<file path="config.mk">
export PLATFORM = sky130hd
export DESIGN_NAME = alu_op_sequencer
export DESIGN_NICKNAME = d
export VERILOG_FILES = /design/src/rtl/mini_src_pkg.sv /design/src/rtl/ir_decode.sv /design/src/rtl/alu_op_sequencer.sv
export SDC_FILE = /design/constraint.sdc
export NUM_CORES = 1
export LEC_CHECK = 0
export BUFFER_PORTS_ARGS = -buffer_cell sky130_fd_sc_hd__buf_2
export CAP_MARGIN = 10
export CORE_MARGIN = 3
export CORE_UTILIZATION = 33
export CTS_BUF_LIST = sky130_fd_sc_hd__clkbuf_2 sky130_fd_sc_hd__clkbuf_4 sky130_fd_sc_hd__clkbuf_8
export DETAILED_ROUTE_END_ITERATION = 7
export PLACE_DENSITY_LB_ADDON = 0.2
export RECOVER_POWER = 100
export REMOVE_ABC_BUFFERS = 1
export SLEW_MARGIN = 30
export SYNTH_ARGS = -nofsm -noshare
export SYNTH_HDL_FRONTEND = slang
export SYNTH_SLANG_ARGS = --single-unit
</file>
<file path="constraint.sdc">
create_clock -name clock_i -period 4.7 [get_ports clock_i]
set_input_delay 1.175 -clock clock_i [delete_from_list [all_inputs] [get_ports clock_i]]
set_output_delay 1.175 -clock clock_i [all_outputs]
set_load 0.1 [all_outputs]
</file>
<file path="src/rtl/mini_src_pkg.sv">
// Shared encodings for the Mini-SRC control sequencer: opcodes, IR field positions
// and the control-step state type.
package mini_src_pkg;

  localparam logic [4:0] OP_ADD      = 5'b00011;
  localparam logic [4:0] OP_SUB      = 5'b00100;
  localparam logic [4:0] OP_AND      = 5'b00101;
  localparam logic [4:0] OP_OR       = 5'b00110;
  localparam logic [4:0] OP_SHIFT_LO = 5'b00111;
  localparam logic [4:0] OP_SHIFT_HI = 5'b01011;
  localparam logic [4:0] OP_DIV      = 5'b01111;
  localparam logic [4:0] OP_MUL      = 5'b10000;

  localparam int OPC_LSB = 27;
  localparam int RA_LSB  = 23;
  localparam int RB_LSB  = 19;
  localparam int RC_LSB  = 15;

  typedef enum logic [2:0] {
    S_IDLE, S_T0, S_T1, S_T2, S_T3, S_T4, S_T5, S_T6
  } state_e;

  function automatic logic op_is_muldiv(input logic [4:0] op);
    return (op == OP_DIV) || (op == OP_MUL);
  endfunction

endpackage

</file>
<file path="src/rtl/ir_decode.sv">
// Combinational IR decode: register fields to one-hot selects plus legality.
// MULDIV_EN makes DIV/MUL legal opcodes.
module ir_decode
  import mini_src_pkg::*;
#(
  parameter int NUM_REGS = 16,
  parameter int OPCODE_W = 5
) (
  input  logic [31:0]          ir_i,
  output logic [OPCODE_W-1:0]  opcode_o,
  output logic [NUM_REGS-1:0]  ra_oh_o,
  output logic [NUM_REGS-1:0]  rb_oh_o,
  output logic [NUM_REGS-1:0]  rc_oh_o,
  output logic                 legal_o,
  output logic                 is_muldiv_o
);

  logic [4:0] op;
  logic [3:0] ra, rb, rc;
  logic       op_ok, fld_ok;
  logic       unused_ir;

  assign op = ir_i[OPC_LSB +: 5];
  assign ra = ir_i[RA_LSB +: 4];
  assign rb = ir_i[RB_LSB +: 4];
  assign rc = ir_i[RC_LSB +: 4];
  assign unused_ir = ^ir_i[RC_LSB-1:0];

  function automatic logic [NUM_REGS-1:0] to_oh(input logic [3:0] f);
    to_oh = '0;
    for (int i = 0; i < NUM_REGS; i++)
      if (int'(f) == i) to_oh[i] = 1'b1;
  endfunction

  assign ra_oh_o  = to_oh(ra);
  assign rb_oh_o  = to_oh(rb);
  assign rc_oh_o  = to_oh(rc);
  assign opcode_o = OPCODE_W'(op);

  assign is_muldiv_o = op_is_muldiv(op);
  assign fld_ok = (int'(ra) < NUM_REGS) && (int'(rb) < NUM_REGS) && (int'(rc) < NUM_REGS);

`ifdef MULDIV_EN
  assign op_ok = ((op >= OP_ADD) && (op <= OP_SHIFT_HI)) || is_muldiv_o;
`else
  assign op_ok = (op >= OP_ADD) && (op <= OP_SHIFT_HI);
`endif

  assign legal_o = op_ok && fld_ok;

endmodule

</file>
<file path="src/rtl/alu_op_sequencer.sv">
// Hardwired fetch/execute control-step sequencer for register-register ALU ops.
// Define MULDIV_EN to build the DIV/MUL path (T6, LOin/HIin/Zhighout).
module alu_op_sequencer
  import mini_src_pkg::*;
#(
  parameter int NUM_REGS     = 16,
  parameter int OPCODE_W     = 5,
  parameter int MEM_WAIT_MAX = 15
) (
  input  logic                clock_i,
  input  logic                clear_i,
  input  logic                start_i,
  input  logic [31:0]         ir_in_i,
  input  logic                mem_ready_i,
  output logic                busy_o,
  output logic                done_o,
  output logic                illegal_o,
  output logic                mem_err_o,
  output logic                PCout_o,
  output logic                MARin_o,
  output logic                IncPC_o,
  output logic                PCin_o,
  output logic                Read_o,
  output logic                MDRin_o,
  output logic                MDRout_o,
  output logic                IRin_o,
  output logic                Yin_o,
  output logic                Zin_o,
  output logic                Zlowout_o,
  output logic                Zhighout_o,
  output logic                LOin_o,
  output logic                HIin_o,
  output logic [NUM_REGS-1:0] reg_out_sel_o,
  output logic [NUM_REGS-1:0] reg_in_sel_o,
  output logic [OPCODE_W-1:0] alu_op_o
);

  localparam int CNT_W = $clog2(MEM_WAIT_MAX + 1);

  state_e           state_q, state_d;
  logic [CNT_W-1:0] cnt_q, cnt_d;
  logic             done_q, done_d, illegal_q, illegal_d, mem_err_q, mem_err_d;

  logic [OPCODE_W-1:0] opcode;
  logic [NUM_REGS-1:0] ra_oh, rb_oh, rc_oh;
  logic                legal, is_muldiv;

  ir_decode #(.NUM_REGS(NUM_REGS), .OPCODE_W(OPCODE_W)) u_dec (
    .ir_i        (ir_in_i),
    .opcode_o    (opcode),
    .ra_oh_o     (ra_oh),
    .rb_oh_o     (rb_oh),
    .rc_oh_o     (rc_oh),
    .legal_o     (legal),
    .is_muldiv_o (is_muldiv)
  );

`ifndef MULDIV_EN
  logic unused_muldiv;
  assign unused_muldiv = is_muldiv;
`endif

  always_ff @(posedge clock_i) begin
    if (clear_i) begin
      state_q   <= S_IDLE;
      cnt_q     <= '0;
      done_q    <= 1'b0;
      illegal_q <= 1'b0;
      mem_err_q <= 1'b0;
    end else begin
      state_q   <= state_d;
      cnt_q     <= cnt_d;
      done_q    <= done_d;
      illegal_q <= illegal_d;
      mem_err_q <= mem_err_d;
    end
  end

  always_comb begin
    state_d       = state_q;
    cnt_d         = cnt_q;
    done_d        = 1'b0;
    illegal_d     = 1'b0;
    mem_err_d     = 1'b0;
    PCout_o       = 1'b0;
    MARin_o       = 1'b0;
    IncPC_o       = 1'b0;
    PCin_o        = 1'b0;
    Read_o        = 1'b0;
    MDRin_o       = 1'b0;
    MDRout_o      = 1'b0;
    IRin_o        = 1'b0;
    Yin_o         = 1'b0;
    Zin_o         = 1'b0;
    Zlowout_o     = 1'b0;
    Zhighout_o    = 1'b0;
    LOin_o        = 1'b0;
    HIin_o        = 1'b0;
    reg_out_sel_o = '0;
    reg_in_sel_o  = '0;
    alu_op_o      = '0;
    case (state_q)
      S_IDLE: if (start_i) state_d = S_T0;
      S_T0: begin
        PCout_o = 1'b1; MARin_o = 1'b1; IncPC_o = 1'b1; Zin_o = 1'b1;
        cnt_d   = '0;
        state_d = S_T1;
      end
      S_T1: begin
        // Re-loading PC each wait cycle is harmless: Z keeps PC+1 until T4.
        Zlowout_o = 1'b1; PCin_o = 1'b1; Read_o = 1'b1; MDRin_o = 1'b1;
        if (mem_ready_i) begin
          state_d = S_T2;
        end else if (cnt_q == CNT_W'(MEM_WAIT_MAX)) begin
          state_d   = S_IDLE;
          done_d    = 1'b1;
          mem_err_d = 1'b1;
        end else begin
          cnt_d = cnt_q + CNT_W'(1);
        end
      end
      S_T2: begin
        MDRout_o = 1'b1; IRin_o = 1'b1;
        state_d  = S_T3;
      end
      S_T3: begin
        if (!legal) begin
          state_d   = S_IDLE;
          done_d    = 1'b1;
          illegal_d = 1'b1;
        end else begin
          reg_out_sel_o = rb_oh; Yin_o = 1'b1;
          state_d       = S_T4;
        end
      end
      S_T4: begin
        reg_out_sel_o = rc_oh; alu_op_o = opcode; Zin_o = 1'b1;
        state_d       = S_T5;
      end
      S_T5: begin
        Zlowout_o = 1'b1;
`ifdef MULDIV_EN
        if (is_muldiv) begin
          LOin_o  = 1'b1;
          state_d = S_T6;
        end else
`endif
        begin
          reg_in_sel_o = ra_oh;
          state_d      = S_IDLE;
          done_d       = 1'b1;
        end
      end
`ifdef MULDIV_EN
      S_T6: begin
        Zhighout_o = 1'b1; HIin_o = 1'b1;
        state_d    = S_IDLE;
        done_d     = 1'b1;
      end
`endif
      default: state_d = S_IDLE;
    endcase
  end

  assign busy_o    = (state_q != S_IDLE);
  assign done_o    = done_q;
  assign illegal_o = illegal_q;
  assign mem_err_o = mem_err_q;

endmodule

</file>
==> results by group <==
Yosys
  • Yosys top cell area share: 19.7%
  • Post-synth ARST share: 0%
  • Cell Area, Synth: 1020 um^2
  • Number of enable flip-flop cells after synthesis: 0
  • Leading area contributor after synthesis: dfxtp_1
  • Synthesized flop and latch total: 10
  • Ys flop type: dfxtp_1
  • Top-count cell post-synth: o22ai_1
  • Sequential-to-total area share from yosys stat: 19.7%
  • Synth cell count leaders: o22ai_1 (17), nor2_1 (15), dfxtp_1 (10)
  • Mapped Cells: 141
  • Synth warn: 0
  • Largest cells by area after synthesis: dfxtp_1 (20%), o22ai_1 (10%), buf_4 (5.9%), nor2_1 (5.5%), and3_1 (4.3%)
  • Syn Area/Cell: 7.21 um^2
  • Yosys cell types: 36

Worst setup path
  • Most used cell, CP: clkbuf_1
  • Crit Path Category: input port to output port
  • Worst R2R Setup Slack: 2580 ps
  • CP required: 3520 ps
  • Largest stage delay on the critical path: 880 ps
  • CP max FO: 7
  • Worst EP arrival: 3140 ps
  • Worst Setup End Kind: output port
  • CP delay by family, top: buffers and inverters
  • CP Launch Type: input port
  • Slowest CP cell: clkbuf_1
  • Critical-path cell list: clkbuf_1 > a21oi_1 > nand4_1 > o22ai_1 > clkbuf_1
  • Buffers and inverters on the worst path: 2

STA
  • Max Transition Viols Final: 0
  • # setup viols final: 0
  • Fin. Hold Viols: 0
  • Min setup slack post-route: 386 ps
  • Final critical-path share of the clock period: 91.8%
  • Setup Skew: 4.09 ps
  • Unrepaired setup endpoints after global routing: false
  • Hold_ws: 561 ps
  • Fmax: 232 MHz
  • Fin Setup TNS: 0 ps
  • Slew @ Worst Pin: 1190 ps
  • Tmin final: 4310 ps
  • Slew headroom: 21.0%

Flow run
  • Max-cap viol count: 0

Clock network
  • CTS tree: done
  • CTS buffer count: 3
  • Post-CTS setup buffer count: 0
  • Post-cts resize count: 0
  • CTS H-tree depth: 1
  • Clock root cell: clkbuf_4
  • CTS Hold Bufs: 0
  • Clk_lat worst skew: 260 ps
  • Maximum buffer depth of the clock tree: 2
  • Clock sinks: 10
  • Clock Pin Slew Worst Setup and Hold Paths: 60 ps

Floorplanning
  • Core ar.: 2850 um^2
  • Die Y: 61.5 um
  • Die Wd: 61.5 um
  • Io pins: 91
  • Starting density of the core: 35.6%
  • DIE AREA: 3780 um^2
  • Rows: 19

Place
  • PortBufs: 72
  • RePlAce Congestion: 0.693
  • Worst slack, placed: 830 ps
  • Dpl cells: 232
  • DP HPWL: 2.50 mm
  • Placed instance area: 1330 um^2

Drt
  • Antenna Nets Post-Route: 0
  • Routed WL: 3.26 mm
  • Vias after detailed routing: 1317
  • TritonRoute pass-1 iters: 4
  • DR WL/cell: 13.8 um
  • Iter 0 DRT Violations: 61
  • DR vias/cell: 5.58
  • # DRC: 0

GRT
  • Aggregate global routing overflow: 0
  • Vias in the first global route: 1114
  • Global-route wire length before repair: 4.69 mm
  • Initial antenna violation count: 0
  • Total track usage: 16.1%
  • Largest net degree at the start of global routing: 27

Power and ir drop
  • Overall Power: 326 uW
  • Leakage power: 0.517 nW
  • Pwr Density: 250 nW/um^2
  • Peak supply drop: 0.000124 V

Cells and area
  • Final Non-Filler Cells: 236
  • Fin nets: 243
  • Post-layout util: 45.7%
  • Layout cell share with drive strength beyond 1: 20.0%
  • Area Overhead vs Synth: 28.2%
  • ANT cells: 0
  • Finished Cell Area: 1300 um^2

Worst hold path
  • Worst hold path class: flop to flop

Status
  • Run status: complete, no violations
==> layer usage <==
layer / routed length (um) / vias up / GRT usage, %
met3: 293 / 2 / 3.35
met5: 0 / - / 0
met4: 23 / 0 / 4.55
met1: 1430 / 593 / 20.4
li1: - / 657 / -
met2: 1510 / 65 / 27.5
==> cell type report <==
class	instances	area, um^2
fillers	322	1550
repair buffers	73	317
flip-flops and latches	10	200
multi-input cells	112	688
clock buffers	4	36.3
inverters	6	22.5
well taps	31	38.8
==> cell families (layout without fill, tap and decap cells) <==
kind of cell	after synthesis	count (layout)	synth area share, %
AO/OA/AOI/OAI	31	31	19.3
buffers and inverters	21	83	11.8
XOR/XNOR	1	1	0.862
adder cells (fa/ha/maj)	1	1	1.23
other	1	3	0.369
flip-flops	10	10	19.7
AND/OR/NAND/NOR	76	76	46.7
==> cells in the final DEF, fill, tap and decap left out, types with 2 or more instances in the layout <==
| master | count |
|---|---|
| clkbuf_1 | 41 |
| buf_2 | 29 |
| o22ai_1 | 17 |
| nor2_1 | 15 |
| dfxtp_1 | 10 |
| nand2b_1 | 7 |
| a21oi_1 | 7 |
| nand4_1 | 7 |
| and3_1 | 7 |
| nor3_1 | 7 |
| inv_1 | 6 |
| nand2_1 | 6 |
| nand3_1 | 5 |
| nand4b_1 | 4 |
| a211o_1 | 3 |
| nor4b_1 | 3 |
| nor4_1 | 3 |
| conb_1 | 3 |
| clkbuf_4 | 3 |
| nor2b_1 | 2 |
| or2_2 | 2 |
| o21ai_0 | 2 |
| clkbuf_2 | 2 |
==> sequential cells by signal, indices dropped and copies added, names as in the netlist <==
register	count
done_o	1
cnt_q	4
state_q	3
illegal_o	1
mem_err_o	1
==> worst register-to-register path, delay by kind of cell, from the launching register on <==
| kind | cells | cell delay [ps] |
|---|---|---|
| compound gates | 1 | 220 |
| flops | 1 | 660 |
| simple gates | 2 | 1150 |
==> power by group <==
part           switching (mW)  internal [mW]
Combinational           0.129         0.0243
Sequential            0.00884         0.0878
Clock                  0.0288         0.0470
Total                   0.167          0.159
==> path summary, 6_finish.rpt <==
kind | startpoint | end | depth (start not counted)
max | ir_in_i[30] | reg_out_sel_o[1] | 5
min | cnt_q[2]$_SDFFE_PP0P_ | cnt_q[2]$_SDFFE_PP0P_ | 2
max reg2reg | state_q[1]$_SDFFE_PP0P_ | cnt_q[3]$_SDFFE_PP0P_ | 3
min reg2reg | cnt_q[2]$_SDFFE_PP0P_ | cnt_q[2]$_SDFFE_PP0P_ | 2
Note: power is estimated with default switching activity, not from simulation.
